<file path="config.mk">
export PLATFORM = sky130hd
export DESIGN_NAME = mux_3_1_arbiter
export DESIGN_NICKNAME = d
export VERILOG_FILES = /design/src/rtl/mux_3_1_arbiter.sv
export SDC_FILE = /design/constraint.sdc
export NUM_CORES = 1
export LEC_CHECK = 0
export BUFFER_PORTS_ARGS = -buffer_cell sky130_fd_sc_hd__buf_2
export CAP_MARGIN = 20
export CORE_AREA = 2 2 93 95
export DETAILED_ROUTE_END_ITERATION = 10
export DIE_AREA = 0 0 95 97
export PLACE_DENSITY = 0.61
export RECOVER_POWER = 100
export SETUP_SLACK_MARGIN = 0.4
export SYNTH_ARGS = -nofsm -noshare
export SYNTH_HDL_FRONTEND = slang
export SYNTH_SLANG_ARGS = --single-unit
</file>
<file path="constraint.sdc">
create_clock -name clk -period 1.55 [get_ports clk]
set_input_delay 0.31 -clock clk [delete_from_list [all_inputs] [get_ports clk]]
set_output_delay 0.31 -clock clk [all_outputs]
set_load 0.05 [all_outputs]
</file>
<file path="src/rtl/mux_3_1_arbiter.sv">
// mux_3_1_arbiter: round-robin 3-to-1 select with a single registered output
// slot under a valid/ready handshake.
//
//   state | meaning
//   ------+--------------------------------------------------
//   IDLE  | output register empty, out_valid = 0
//   FULL  | out_data holds a word not yet accepted, out_valid = 1
//
module mux_3_1_arbiter #(
    parameter int WIDTH = 32
) (
    input  logic             clk,
    input  logic             rst_n,
    input  logic [2:0]       req,
    input  logic [WIDTH-1:0] in_00,
    input  logic [WIDTH-1:0] in_01,
    input  logic [WIDTH-1:0] in_10,
    output logic [2:0]       gnt,
    output logic [1:0]       sel,
    output logic [WIDTH-1:0] out_data,
    output logic             out_valid,
    input  logic             out_ready,
    output logic             busy
);

    typedef enum logic {
        IDLE = 1'b0,
        FULL = 1'b1
    } state_t;

    state_t           state_q, state_d;
    logic [1:0]       last_q, last_d;
    logic [1:0]       sel_q, sel_d;
    logic [WIDTH-1:0] data_q, data_d;
    logic [2:0]       gnt_q, gnt_d;

    logic             cap;
    logic [1:0]       win;
    logic [1:0]       pri_0, pri_1, pri_2;

    function automatic logic [1:0] inc3(input logic [1:0] x);
        return (x == 2'd2) ? 2'd0 : x + 2'd1;
    endfunction

    // Round-robin winner: last+1 first, then last+2, the previous winner last.
    always_comb begin
        pri_0 = inc3(last_q);
        pri_1 = inc3(pri_0);
        pri_2 = last_q;
        win   = pri_2;
        if (req[pri_0]) begin
            win = pri_0;
        end else if (req[pri_1]) begin
            win = pri_1;
        end
    end

    // A new word may enter when the slot is empty or is being emptied this edge.
    assign cap = ((state_q == IDLE) || out_ready) && (|req);

    // Next-state, capture and grant pulse.
    always_comb begin
        state_d = state_q;
        last_d  = last_q;
        sel_d   = sel_q;
        data_d  = data_q;
        gnt_d   = 3'b000;
        if (cap) begin
            state_d = FULL;
            last_d  = win;
            sel_d   = win;
            gnt_d   = 3'b001 << win;
            case (win)
                2'd0:    data_d = in_00;
                2'd1:    data_d = in_01;
                default: data_d = in_10;
            endcase
        end else if ((state_q == FULL) && out_ready) begin
            state_d = IDLE;
        end
    end

    // State registers; reset discards any held word and gives port 00 first priority.
    always_ff @(posedge clk) begin
        if (!rst_n) begin
            state_q <= IDLE;
            last_q  <= 2'd2;
            sel_q   <= 2'd0;
            data_q  <= '0;
            gnt_q   <= 3'b000;
        end else begin
            state_q <= state_d;
            last_q  <= last_d;
            sel_q   <= sel_d;
            data_q  <= data_d;
            gnt_q   <= gnt_d;
        end
    end

    assign gnt       = gnt_q;
    assign sel       = sel_q;
    assign out_data  = data_q;
    assign out_valid = (state_q == FULL);
    assign busy      = (state_q == FULL);

endmodule

</file>
* Word level (Yosys, flattened, before mapping) *
Cells that the tools add are included.
W data, S select, Z words.

storage, ports and cells
  output and inout bits = 39
  word-level logic and storage cells = 32
  input port bits = 102
  bits in read-only memories = 0
  memories kept = 0
  bits in latches = 0
  bits in registers = 40
  memory bits (writable) = 0

operators by class
  eq/ne operators = 3
  shifts and indexed selects = 1
  bitwise logic cells = 1
  div/mod/pow operators = 0
  multipliers = 0
  add/subtract/negate cells = 2
  mux-type cells = 11
  order comparisons = 2
  reductions and logical operators = 7

operators with widths
  kind                   number
  $pmux W32 S2           1
  $mux W2                4
  $lt A2 B3 Y1 const B   2
  $add A2 B1 Y2 const B  2
  $bmux W1 S2            2
  $eq A2 B2 Y1 const B   2
  $mux W1                4
  $reduce_or A3 Y1       1
  $shl A1 B2 Y3 const A  1
  $eq A2 B1 Y1 const B   1
  $logic_and A1 B1 Y1    2
  $logic_not A2 Y1       1
  $reduce_and A2 Y1      1
  $reduce_bool A2 Y1     1
  $logic_or A1 B1 Y1     1
  $not A1 Y1             1

* Longest topological paths before layout *
Gate-level depths: netlist of run 1.

  depth after elaboration = 10
  mapped depth = 7
  gate-level depth less buffers = 5

* Worst setup path after synthesis of run 1 *
OpenSTA, ideal clock, no wires.

  path kind = reg-to-reg
  from = reg state_q (netlist: busy)
  to = reg data_q[16] (netlist: out_data[16])
  arrival = 1.507 ns
  setup time = 0.124 ns
  cell stages (with the launch flop) = 7
  clock period less this slack = 1.631 ns
  path slack = -0.081 ns
  required time = 1.426 ns
  buffers on the path = 2
  cells stage by stage = dfxtp_1 a21oi_2 and2_1 buf_2 nand2_1 buf_6 o211ai_2

between the ends
  word-level cells in the longest chain between the ends = 3

ends and longest elaborated chain
  element                 RTL line  text
  from (decl)             31        state_t state_q, state_d;
  from (signal assigned)  92        state_q <= state_d;
  $not A1 Y1              59        assign cap = ((state_q == IDLE) || out_ready) && (|req);
  $logic_or A1 B1 Y1      59
  $logic_and A1 B1 Y1     59
  to (signal assigned)    95        data_q <= data_d;
  to (decl)               34        logic [WIDTH-1:0] data_q, data_d;

No other way between the ends.
A chain may end at the register's enable or synchronous reset.

* Worst setup path in the final report of run 1 *
  from = reg state_q (netlist: busy)
  to = out out_valid

RTL lines
  element    RTL line  text
  to (decl)  21        output logic out_valid,

No word-level cell between the ends.

==> results.ini, run 1 <==
[worst_setup_path]
slowest_delay_ns=0.38
critPathKind=flop to output port
crit_slowest_cell=dfxtp_1
r2r-start=last_q[0]
crit_buf_inv=2
worstPathMaxFanout=3
startpoint=busy
cp_cell_sequence=clkbuf_1 -> buf_2
critPathTopFamily=buffers and inverters
arrival_ns=1.15
critPathRequiredTime_ns=1.24
crit_path_end_kind=output port
worstSetupStartpointType=flop

[sta]
rsz0062_at_grt=yes
layout_min_cycle_time_ns=1.46
fin_skew_ns=0.0122
hold_viol=0
finalSetupTns_ns=0
setup-violations-final=0
tightest_slew_ns=0.574
relSlewSlack=0.618
slew_violations=0
fin_crit_sh=0.941
fmax_mhz=686

[clock_tree]
cts_max_path_buffers=2
path_clk_slew_ns=0.09
cts_root_buf=clkbuf_8
htreeDepth=2
numCtsBuffers=5
cts_tree=done
clk_latency_ns=0.30
numClockSinks=39
cts_hold_buf=0

[yosys]
synth_compound_area_frac=0.229
muxShareOfSynthArea=0.160
syn_area_um2=2000
synth.avg_cell_area_um2=9.24
yosys.area_share.simple=0.160
ys_ff_latch=39
ys_seq_area_frac=0.391
synth_warnings=0
synth-xor-area-share=0
syn-num-nets=318
yosysTopAreaCell=dfxtp_1
yosysMostFrequentCell=dfxtp_1
ys.flop_type=dfxtp_1
synth.distinct_cells=27
synth_async_sr_flop_share=0
synth-edff-count=0
synth.top_cells.by_count=dfxtp_1 (39), mux2i_1 (32), a21oi_1 (24), o211ai_1 (24), or3_1 (22)
synth_top_area_frac=0.391
netlist_instances=216
synthTopCellsByArea=dfxtp_1 (39%), mux2i_1 (16%), o211ai_1 (9.0%)
synth_top_family_by_area=compound AO/OA/AOI/OAI gates
synth_fa_ha_area_frac=0

[placed_design]
port-buffer-count=140
hpwl_um=5060
gp_congestion=0.694

[drt]
drc=0
wirelength_um=7260
first_pass_iters=4
wl_per_cell_um=15.2
drt_iter0_markers=39
ant_nets=0
vias=2299
vias_per_cell=4.82

[global_routing]
grt_pass1_wl_um=11100
grt_remaining_overflow=0
antenna_found_initial=0
grt_max_degree=22
first_global_vias=2344
grt_usage=0.153

[run_status]
outcome=finished clean

[power]
switching_share=0.373
switchingPower_uw=1270
leakage_uw=0.00163
p_int_uw=2140
p_per_area_nw_per_um2=984
clockPowerShare=0.253
power.total_uw=3400
seqPwrFrac=0.353
comb_power_share=0.394
vdd.ir_drop.worst_v=0.000400

[min_path]
hold_start=in_10[18]
hp-class=input port to flop

[die]
rows=33
coreArea_um2=8130
die_w_um=95
fp.dieH_um=97
start_util=0.246
io-pin-count=141
dieArea_um2=9220

[final_layout]
syn_to_final_growth_pct=73.3
final_layout_size_suffix_gt1_frac=0.664
n_fill_cell=814
diodes=0
layout.nets=473

[flow_run]
maxCapViolations=0

==> cell families after synthesis <==
logic type             Yosys count
buffers and inverters           23
AND/OR/NAND/NOR                 58
AO/OA/AOI/OAI                   64
flip-flops                      39
multiplexers                    32
==> flip-flops by register name (all words and copies together) (netlist names) <==
signal and flops:
last_q 2, sel 1, busy 1, out_data 32, gnt 3
==> final cells by class <==
class / instances / area, um^2 / share of cell area
Multi-Input combinational cell: 155 / 1280 / 0.371
Timing Repair Buffer: 169 / 1100 / 0.318
Sequential cell: 39 / 827 / 0.239
Tap cell: 105 / 131 / 0.0380
Clock buffer: 5 / 68.8 / 0.0199
Clock inverter: 3 / 43.8 / 0.0127
Inverter: 1 / 3.75 / 0.00108
==> repair_timing <==
action                                  4_1_cts  5_1_grt
resized for setup                           102       49
cloned                                        2        3
endpoints found under the hold margin         0        0
setup buffers                                 4        4
endpoints found under the setup margin       77       72
pin swaps                                     6        7
==> cells in the final DEF, fill, tap and decap left out, types with 3 or more instances in the layout <==
cell type    n
a21oi_1     23
buf_12       4
buf_2      102
buf_4       14
buf_8        6
clkbuf_2    35
clkbuf_8     5
dfxtp_1      6
dfxtp_2     31
mux2i_1     25
mux2i_2      5
nand3_1     10
nand3_2      7
nand3_4      3
nor2_1       4
o211ai_1    24
o211ai_2     8
or3_1       22
==> power groups by stage <==
| stage | Clock [uW] | Sequential [uW] | Combinational (uW) |
|---|---|---|---|
| floorplan | 0 | 1570 | 433 |
| global route | 947 | 1220 | 1420 |
| finish | 861 | 1200 | 1340 |
| global placement | 0 | 1200 | 1140 |
| CTS | 895 | 1200 | 1380 |
| detailed placement | 0 | 1200 | 1150 |
==> per-stage QoR <==
step | std cells | hold WS (ns) | utilization | setup WS [ns] | instance area [um^2]
floorplan | 216 | 0.436 | - | 0.220 | 2120
global placement | 456 | 0.485 | 0.362 | -0.0391 | 2950
detailed placement | 456 | 0.491 | 0.362 | -0.0553 | 2950
CTS | 470 | 0.223 | 0.427 | 0.137 | 3470
global route | 477 | 0.224 | 0.425 | -0.00248 | 3460
finish | 477 | 0.234 | 0.425 | 0.0919 | 3460
==> tightest hold or removal path: stages <==
cell and delay [ns]:
buf_2 0.09, nand3_2 0.06, o211ai_2 0.05
==> worst paths after layout <==
| check | to | slack (ns) | cells after the start |
|---|---|---|---|
| worst max register to register | last_q[1] | 0.10 | 5 |
| worst min register to register | out_data[3] | 0.49 | 2 |
| worst max-delay path | out_valid | 0.09 | 2 |
| worst min-delay path | out_data[18] | 0.23 | 3 |
==> per-layer routing <==
layer  vias up  GRT usage  part of all wire
met4         0     0.0401             0.016
li1       1122          -                 -
met5         -          0                 0
met3        14     0.0374             0.059
met2        84      0.266              0.51
met1      1079      0.184              0.42
Note: power is estimated with default switching activity, not from simulation.
==> run 2, diff against run 1 <==
--- a/config.mk
+++ b/config.mk
@@ -11,4 +11,5 @@
 export DETAILED_ROUTE_END_ITERATION = 10
 export DIE_AREA = 0 0 95 97
+export GPL_TIMING_DRIVEN = 0
 export PLACE_DENSITY = 0.61
 export RECOVER_POWER = 100
==> constraint.sdc (replaced) <==
create_clock -name clk -period 1.55 [get_ports clk]
set_input_delay 0.0775 -clock clk [delete_from_list [all_inputs] [get_ports clk]]
set_output_delay 0.0775 -clock clk [all_outputs]
set_load 0.05 [all_outputs]
==> results.ini, run 2 (synthesis gave the netlist of run 1 again) <==
[worst_setup_path]
reg2reg_slack_ns=0.07
r2r_cells=7
worstSetupStartpointType=flop
regToRegEndpoint=out_data[17]
arrival_ns=1.71
crit_path_end_kind=flop
worstPathMaxFanout=10
startpoint=last_q[0]
r2r-start=last_q[0]
critPathRequiredTime_ns=1.78
crit_end=out_data[17]
critPathKind=flop to flop

[drt]
ant_nets=0
vias_per_cell=4.68
first_pass_iters=4
vias=2270
wl_per_cell_um=14.4
drt_iter0_markers=44
drc=0
wirelength_um=6970

[die]
fp.dieH_um=97
rows=33
start_util=0.246
coreArea_um2=8130
dieArea_um2=9220
io-pin-count=141
die_w_um=95

[placed_design]
port-buffer-count=140
hpwl_um=5120
dp_cells=461
gp_congestion=0.687

[final_layout]
diodes=0
n_fill_cell=832
final_cells=485
final_common_cell=buf_2
syn_to_final_growth_pct=67.4
final_layout_size_suffix_gt1_frac=0.479
multi_input_area_um2=1260
regArea_um2=790
layout_common_cells=buf_2 (103), clkbuf_1 (42), dfxtp_1 (36)
utilization=0.411
layout.nets=481
largest_reg_flops=32

[sta]
fmax_mhz=675
tightest_slew_ns=0.639
fin_skew_ns=0.0104
fin_crit_sh=0.955
setup-violations-final=0
slew_violations=0
relSlewSlack=0.576
layout_min_cycle_time_ns=1.48
hold_viol=0
rsz0062_at_grt=yes

[global_routing]
first_global_vias=2313
grt_usage=0.154
antenna_found_initial=0
grt_max_degree=14
grt_remaining_overflow=0
grt_pass1_wl_um=11200

[clock_tree]
htreeDepth=2
cts_tree=done
numClockSinks=39
cts_root_buf=clkbuf_8
path_clk_slew_ns=0.09
clk_latency_ns=0.30
cts_max_path_buffers=2
numCtsBuffers=5

[power]
vdd.ir_drop.worst_v=0.000366
p_per_area_nw_per_um2=998
leakage_uw=0.00151

[flow_run]
maxCapViolations=0

[min_path]
hp-class=input port to flop

[run_status]
outcome=finished clean

==> run 2: cell count changes in the layout (fill, tap and decap cells not counted), moves of 5 or more <==
cell,previous run,this run
clkbuf_1,2,42
clkbuf_2,35,3
dfxtp_1,6,36
dfxtp_2,31,1
a21oi_1,23,14
a21oi_2,2,10
mux2i_1,25,32
dlygate4sd3_1,0,6
buf_4,14,9
mux2i_2,5,0
==> run 2: per-layer routing <==
layer | vias to the layer above | part of all wire | global-route usage
li1 | 1138 | - | -
met4 | 0 | 0.016 | 0.0412
met1 | 1039 | 0.41 | 0.192
met5 | - | 0 | 0
met3 | 12 | 0.059 | 0.0343
met2 | 81 | 0.51 | 0.265
==> run 2: layout make-up <==
class | instances | share of cell area
plain buffers | 22 | 0.0573
clock buffers | 5 | 0.0206
clock inverters | 3 | 0.0131
inverters | 1 | 0.00112
multi-input cells | 154 | 0.376
flip-flops and latches | 39 | 0.236
well taps | 105 | 0.0393
repair buffers | 156 | 0.257
==> run 2: worst min-delay path by stage <==
stage	startpoint	to	slack [ns]	cells past startpoint
6_report	in_10[31]	out_data[31]	0.005	3
3_5_place_dp	in_10[27]	out_data[27]	0.31	3
2_1_floorplan	in_10[16]	out_data[16]	0.20	2
5_1_grt	in_10[17]	out_data[17]	0.01	3
4_1_cts	in_10[25]	out_data[25]	0.0004	3
3_3_place_gp	in_10[31]	out_data[31]	0.30	3
==> run 2: repair_timing <==
item                                    4_1_cts  5_1_grt
endpoints found under the setup margin       38       39
endpoints found under the hold margin         4        2
hold buffers                                  4        2
cloned                                        2        0
setup buffers                                 8        0
pin swaps                                     4        1
resized for setup                            29       17
==> run 2: where the power goes <==
part	total, uW	switching [uW]	internal [uW]
clock network	874	394	480
registers	1180	61.3	1120
logic	1290	812	473
==> run 2: worst max-delay path: stages, from the launching register on <==
cell,delay (ns)
dfxtp_2,0.33
nand2b_4,0.13
a22oi_2,0.29
and2_1,0.19
buf_6,0.14
nand2_4,0.07
buf_12,0.15
o211ai_2,0.12
==> run 2: stage by stage <==
stage / TNS (ns) / power [uW] / cell area [um^2] / hold WS, ns / setup slack [ns]
detailed placement: -1.06 / 2360 / 2940 / 0.308 / -0.0890
global route: -0.638 / 3520 / 3340 / 0.0150 / -0.0499
global placement: -0.895 / 2340 / 2940 / 0.302 / -0.0868
floorplan: 0 / 2000 / 2110 / 0.204 / 0.219
CTS: 0 / 3390 / 3320 / 0.000396 / 0.0415
finish: 0 / 3340 / 3340 / 0.00454 / 0.0692
